===== src/rtl/spart_ctrl.sv =====
// spart_ctrl: bus-side controller for the serial port.
//   Owns the baud divisor and produces the 16x oversample tick (baud_en).
//   Captures received bytes into a holding register with ready/overrun
//   status. Hands transmit bytes to the transmitter under a TBR handshake.
// Ports:
//   clk, rst              clock, asynchronous active-low reset
//   iocs, iorw, ioaddr    processor I/O bus select / direction / address
//   bus_wdata, bus_rdata  bus write data in, combinational read data out
//   baud_en               one-cycle oversample tick
//   rx_enable             receiver enable (control bit 0)
//   rx_data, rx_rda       receiver byte and data-available level
//   rx_ack                one-cycle pulse clearing the receiver's rda
//   tx_data, tx_load      byte and load strobe to the transmitter
//   tx_tbr                transmitter buffer ready
module spart_ctrl #(
   parameter logic [15:0] DIV_RESET = 16'd162
) (
   input  logic       clk,
   input  logic       rst,
   input  logic       iocs,
   input  logic       iorw,
   input  logic [1:0] ioaddr,
   input  logic [7:0] bus_wdata,
   output logic [7:0] bus_rdata,
   output logic       baud_en,
   output logic       rx_enable,
   input  logic [7:0] rx_data,
   input  logic       rx_rda,
   output logic       rx_ack,
   output logic [7:0] tx_data,
   output logic       tx_load,
   input  logic       tx_tbr
);

   logic [15:0] divisor_q;
   logic [15:0] divisor_d;
   logic [15:0] count_q;
   logic [7:0]  hold_q;
   logic        rdaQ_q;
   logic        overrun_q;
   logic        txDrop_q;
   logic        rxEnable_q;
   logic        rxAck_q;
   logic        rdaPrev_q;
   logic [7:0]  txData_q;
   logic        txLoad_q;

   logic wrEn;
   logic rdEn;
   logic divWr;
   logic ctrlWr;
   logic holdRd;
   logic txWr;
   logic rxRise;

   assign wrEn   = iocs & ~iorw;
   assign rdEn   = iocs & iorw;
   assign txWr   = wrEn && (ioaddr == 2'b00);
   assign ctrlWr = wrEn && (ioaddr == 2'b01);
   assign divWr  = wrEn && ioaddr[1];
   assign holdRd = rdEn && (ioaddr == 2'b00);
   // The edge register tracks rx_rda even while disabled, so a level that is
   // already high when the receiver gets enabled never counts as a new byte.
   assign rxRise = rx_rda & ~rdaPrev_q & rxEnable_q;

   // Merge a divisor byte write into the full 16-bit value; the counter is
   // reloaded with this merged value so the new rate starts cleanly.
   always_comb begin
      divisor_d = divisor_q;
      if (divWr) begin
         if (ioaddr[0]) divisor_d = {bus_wdata, divisor_q[7:0]};
         else           divisor_d = {divisor_q[15:8], bus_wdata};
      end
   end

   // A divisor write in the same cycle as a terminal count wins: the tick is
   // swallowed and the counter restarts from the new divisor.
   assign baud_en = (count_q == 16'd0) && !divWr;

   always_comb begin
      bus_rdata = 8'h00;
      if (iocs) begin
         case (ioaddr)
            2'b00:   bus_rdata = hold_q;
            2'b01:   bus_rdata = {4'b0000, txDrop_q, overrun_q, tx_tbr, rdaQ_q};
            2'b10:   bus_rdata = divisor_q[7:0];
            default: bus_rdata = divisor_q[15:8];
         endcase
      end
   end

   // Baud generator: down counter that reloads from the divisor at zero.
   always_ff @(posedge clk or negedge rst) begin
      if (!rst) begin
         divisor_q <= DIV_RESET;
         count_q   <= DIV_RESET;
      end else begin
         divisor_q <= divisor_d;
         if (divWr)                  count_q <= divisor_d;
         else if (count_q == 16'd0)  count_q <= divisor_q;
         else                        count_q <= count_q - 16'd1;
      end
   end

   // Receive capture. On overrun the unread byte is kept and the new one is
   // lost, but the receiver is still acknowledged so it can continue. A read
   // of the hold register on the capture edge frees the slot, so the new byte
   // goes in without an overrun.
   always_ff @(posedge clk or negedge rst) begin
      if (!rst) begin
         rxEnable_q <= 1'b0;
         hold_q     <= 8'h00;
         rdaQ_q     <= 1'b0;
         overrun_q  <= 1'b0;
         rxAck_q    <= 1'b0;
         rdaPrev_q  <= 1'b0;
      end else begin
         rdaPrev_q <= rx_rda;
         rxAck_q   <= rxRise;
         if (ctrlWr) begin
            rxEnable_q <= bus_wdata[0];
            if (bus_wdata[1]) overrun_q <= 1'b0;
         end
         if (rxRise) begin
            if (rdaQ_q && !holdRd) begin
               overrun_q <= 1'b1;
            end else begin
               hold_q <= rx_data;
               rdaQ_q <= 1'b1;
            end
         end else if (holdRd) begin
            rdaQ_q <= 1'b0;
         end
      end
   end

   // Transmit handoff: accept the byte only when the transmitter is ready,
   // otherwise flag the drop so software can notice it.
   always_ff @(posedge clk or negedge rst) begin
      if (!rst) begin
         txData_q <= 8'h00;
         txLoad_q <= 1'b0;
         txDrop_q <= 1'b0;
      end else begin
         txLoad_q <= 1'b0;
         if (ctrlWr && bus_wdata[2]) txDrop_q <= 1'b0;
         if (txWr) begin
            if (tx_tbr) begin
               txData_q <= bus_wdata;
               txLoad_q <= 1'b1;
            end else begin
               txDrop_q <= 1'b1;
            end
         end
      end
   end

   assign rx_enable = rxEnable_q;
   assign rx_ack    = rxAck_q;
   assign tx_data   = txData_q;
   assign tx_load   = txLoad_q;

endmodule


===== config.mk =====
export PLATFORM = sky130hd
export DESIGN_NAME = spart_ctrl
export DESIGN_NICKNAME = d
export VERILOG_FILES = /design/src/rtl/spart_ctrl.sv
export SDC_FILE = /design/constraint.sdc
export NUM_CORES = 1
export LEC_CHECK = 0
export BUFFER_PORTS_ARGS = -buffer_cell sky130_fd_sc_hd__buf_2
export CAP_MARGIN = 40
export CORE_UTILIZATION = 45
export CTS_BUF_LIST = sky130_fd_sc_hd__clkbuf_4 sky130_fd_sc_hd__clkbuf_8
export DETAILED_ROUTE_END_ITERATION = 12
export HOLD_SLACK_MARGIN = 0.02
export PLACE_DENSITY = 0.71
export SYNTH_ARGS = -nofsm -noshare
export SYNTH_HDL_FRONTEND = slang
export SYNTH_SLANG_ARGS = --single-unit

===== constraint.sdc =====
create_clock -name clk -period 1.7 [get_ports clk]
set_input_delay 0.085 -clock clk [delete_from_list [all_inputs] [get_ports clk]]
set_output_delay 0.085 -clock clk [all_outputs]
set_load 0.1 [all_outputs]

==> impl_metrics.toml <==
[power_and_ir_drop]
p_int_w = 0.00296
switchingPower_w = 0.00207
p_comb_frac = 0.437
sequentialPowerShare = 0.408
ir_worst_vdd_uv = 885
p_per_area_mw_per_mm2 = 1280
p_leak_nw = 1.76
p_clk_frac = 0.155
swShare = 0.412

[critical_path]
crit_path_end_kind = "output port"
critPathSlowestCell = "or4b_4"
crit_path_max_fanout = 2
rr_worst_depth = 7
crit_chain = "inv_2, ha_4, or4b_4, nor2_4, nand2_4, clkinvlp_4, buf_12"
crit_path_start_kind = "flop"
setup.worst_path.start = "count_q[0]"
crit_arrival_ns = 1.89
r2r_slack_ns = -0.19
crit_path_max_incr_delay_ns = 0.49
cp.required_ns = 1.62
r2r_end = "count_q[9]"
path_class = "reg2out"
critical_path.reg2reg.startpoint = "count_q[0]"

[synth]
syn_avg_cell_area_um2 = 11.4
mappedNetlistNets = 283
synth_cells = 257
synth_warnings = 0
synth_edf_count = 0
ys_ff_latch = 55
synth_area_mm2 = 0.00293
netlist-cell-type-count = 54
synth-seq-area-share = 0.472
async_reset_ff_frac = 1.00
synth_ff_type = "dfrtp_1"

[timing]
fin_ws_ns = -0.278
finalCritPeriodShare = 1.16
finalHoldViolations = 0
grt_setup_unrepaired = "true"
finalCriticalPeriod_ns = 1.98
tns_ns = -2.07
setup_viol = 15
clock.fmax_mhz = 506
fin_skew_ns = 0.00879
max_slew_margin = 0.677
worst_slew_pin_slew_ns = 0.488
whs_ns = 0.0618
report.final.slew_viol_count = 0

[layout]
utilization = 0.621
drive_gt1_frac = 0.496
final_nets = 374
area_growth_pct = 33.8
fill_cells = 521
mostFrequentLayoutCell = "dfrtp_1"
insertedDiodeCount = 0
final_cell_mix = "46 x dfrtp_1, 39 x buf_4, 34 x buf_2"

[drt]
vias = 2417
drc = 2
wl_per_cell_um = 18.3
routed_via_density = 5.67
drtIter0Drc = 175
antenna_left = 0
drt_pass1_iterations = 8
drt_wl_total_mm = 7.80

[min_path]
worstHoldStart = "bus_wdata[6]"
worst_hold_path.num_cells = 3
hold_path_end = "divisor_q[6]"
holdCritPathClass = "in2reg"

[placement]
hpwl_mm = 5.24
pre_cts_slack_ns = -0.188
numPortBuffers = 43
place.gp.congestion = 0.856

[cts]
cts_tree = "done"
cts.clk_slew.worst_paths_ns = 0.10
cts_made_buffers = 5
cts_sinks = 55
cts_root_buf = "clkbuf_8"
htreeDepth = 2
clk_latency_ns = 0.32
clock_path_buffers = 2

[outcome]
status = "complete, but fails checks"
violations = "design-rule violations, negative setup slack"

[die]
initial_core_util = 0.464
die_w_um = 82.7
core_area_mm2 = 0.00631
num_rows = 29
io_pins = 44
dieArea_mm2 = 0.00684
die_h_um = 82.7

[global_routing]
antenna_found_initial = 0
grt_max_degree = 56
grt_pass1_vias = 2390
grt_pass1_wl_mm = 12.3
gr-total-overflow = 0
grt_usage = 0.246

[job]
maxCapViolations = 0
-- power groups by stage --
stage | logic, W | clock network, W | registers (W)
6_report | 0.00220 | 0.000782 | 0.00205
3_3_place_gp | 0.00193 | 0 | 0.00204
4_1_cts | 0.00207 | 0.000797 | 0.00205
5_1_grt | 0.00233 | 0.000846 | 0.00210
2_1_floorplan | 0.00102 | 0 | 0.00239
3_5_place_dp | 0.00196 | 0 | 0.00205
-- timing repair --
| action | 4_1_cts | 5_1_grt |
|---|---|---|
| hold buffers | 10 | 0 |
| cloned | 0 | 0 |
| gates resized for setup | 21 | 16 |
| pin swaps | 5 | 10 |
| setup buffers | 3 | 10 |
| setup endpoints to repair | 23 | 21 |
| endpoints found under the hold margin | 58 | 0 |
-- logic make-up after synthesis --
logic type / after synthesis / share of synthesized area
xor gates and xnor gates: 9 / 0.0269
AOI/OAI and AO/OA: 49 / 0.131
and+or+nand+nor: 82 / 0.173
DFF: 55 / 0.472
buffers and inverters: 24 / 0.0363
muxes: 36 / 0.152
adders and majority gates: 2 / 0.00853
-- cells in the mapped netlist (2+ instances only) --
cell type,count,area share
a22oi_1,4,0.010
o221a_2,4,0.015
nor2b_1,4,0.0085
and2_1,5,0.011
dfrtp_1,49,0.42
mux2i_1,4,0.014
mux4_2,4,0.031
nor3_4,2,0.011
o21ai_0,12,0.020
o31ai_1,3,0.0077
ha_1,2,0.0085
nand2_1,24,0.031
nor2_1,15,0.019
a221oi_2,2,0.010
xor2_1,3,0.0090
dfstp_2,6,0.054
xnor2_1,6,0.018
o221ai_1,2,0.0060
nand2b_1,2,0.0043
mux2_2,28,0.11
o21ai_2,3,0.0090
nand4b_2,2,0.010
nand3_1,7,0.012
buf_2,7,0.012
nand4b_1,2,0.0060
a21boi_0,2,0.0051
nor3_1,2,0.0034
a21oi_1,3,0.0051
nand3b_1,2,0.0051
or2_2,2,0.0043
o22ai_1,3,0.0064
inv_1,15,0.019
a221oi_1,5,0.015
-- cell type report --
cell class | instances | area (µm²) | area share
inverters | 15 | 60.1 | 0.0153
repair buffers | 93 | 711 | 0.181
well taps | 77 | 96.3 | 0.0246
clock inverters | 2 | 13.8 | 0.00351
flip-flops and latches | 55 | 1390 | 0.354
clock buffers | 6 | 82.6 | 0.0211
multi-input cells | 178 | 1570 | 0.401
-- sequential cells by signal, indices dropped and copies added (netlist names) --
signal / flops
tx_load: 1
count_q: 16
hold_q: 8
txDrop_q: 1
rdaPrev_q: 1
divisor_q: 16
overrun_q: 1
tx_data: 8
rx_enable: 1
rx_ack: 1
rdaQ_q: 1
-- critical path: cells and delay by family, from the launching register on --
family                   cells  cell delay (ns)
adder cells (fa/ha/maj)      1             0.14
buffers and inverters        3             0.33
flip-flops                   1             0.41
AND/OR/NAND/NOR              3             0.71
-- how the worst max path moves through the flow --
stage	cells after the start	slack (ns)	endpoint
detailed placement	6	-0.19	count_q[5]
global route	7	-0.34	baud_en
floorplan	7	-0.10	baud_en
CTS	8	-0.34	baud_en
global placement	6	-0.14	count_q[7]
finish	7	-0.28	baud_en
-- metrics by stage --
stage / instances / power [W] / cell area, µm²
2_1_floorplan: 257 / 0.00341 / 2960
3_5_place_dp: 396 / 0.00401 / 3490
6_report: 426 / 0.00504 / 3920
3_3_place_gp: 396 / 0.00397 / 3490
4_1_cts: 417 / 0.00491 / 3790
5_1_grt: 426 / 0.00528 / 3920
-- routing by layer --
metal  vias to the layer above  wire (µm)  share of wire  GRT usage
met3                        23        381          0.049     0.0418
met5                         -          0              0          0
met4                         0        326          0.042      0.103
met1                      1193       3330           0.43      0.332
li1                       1113          -              -          -
met2                        88       3760           0.48      0.392
Note: power is estimated with default switching activity, not from simulation.
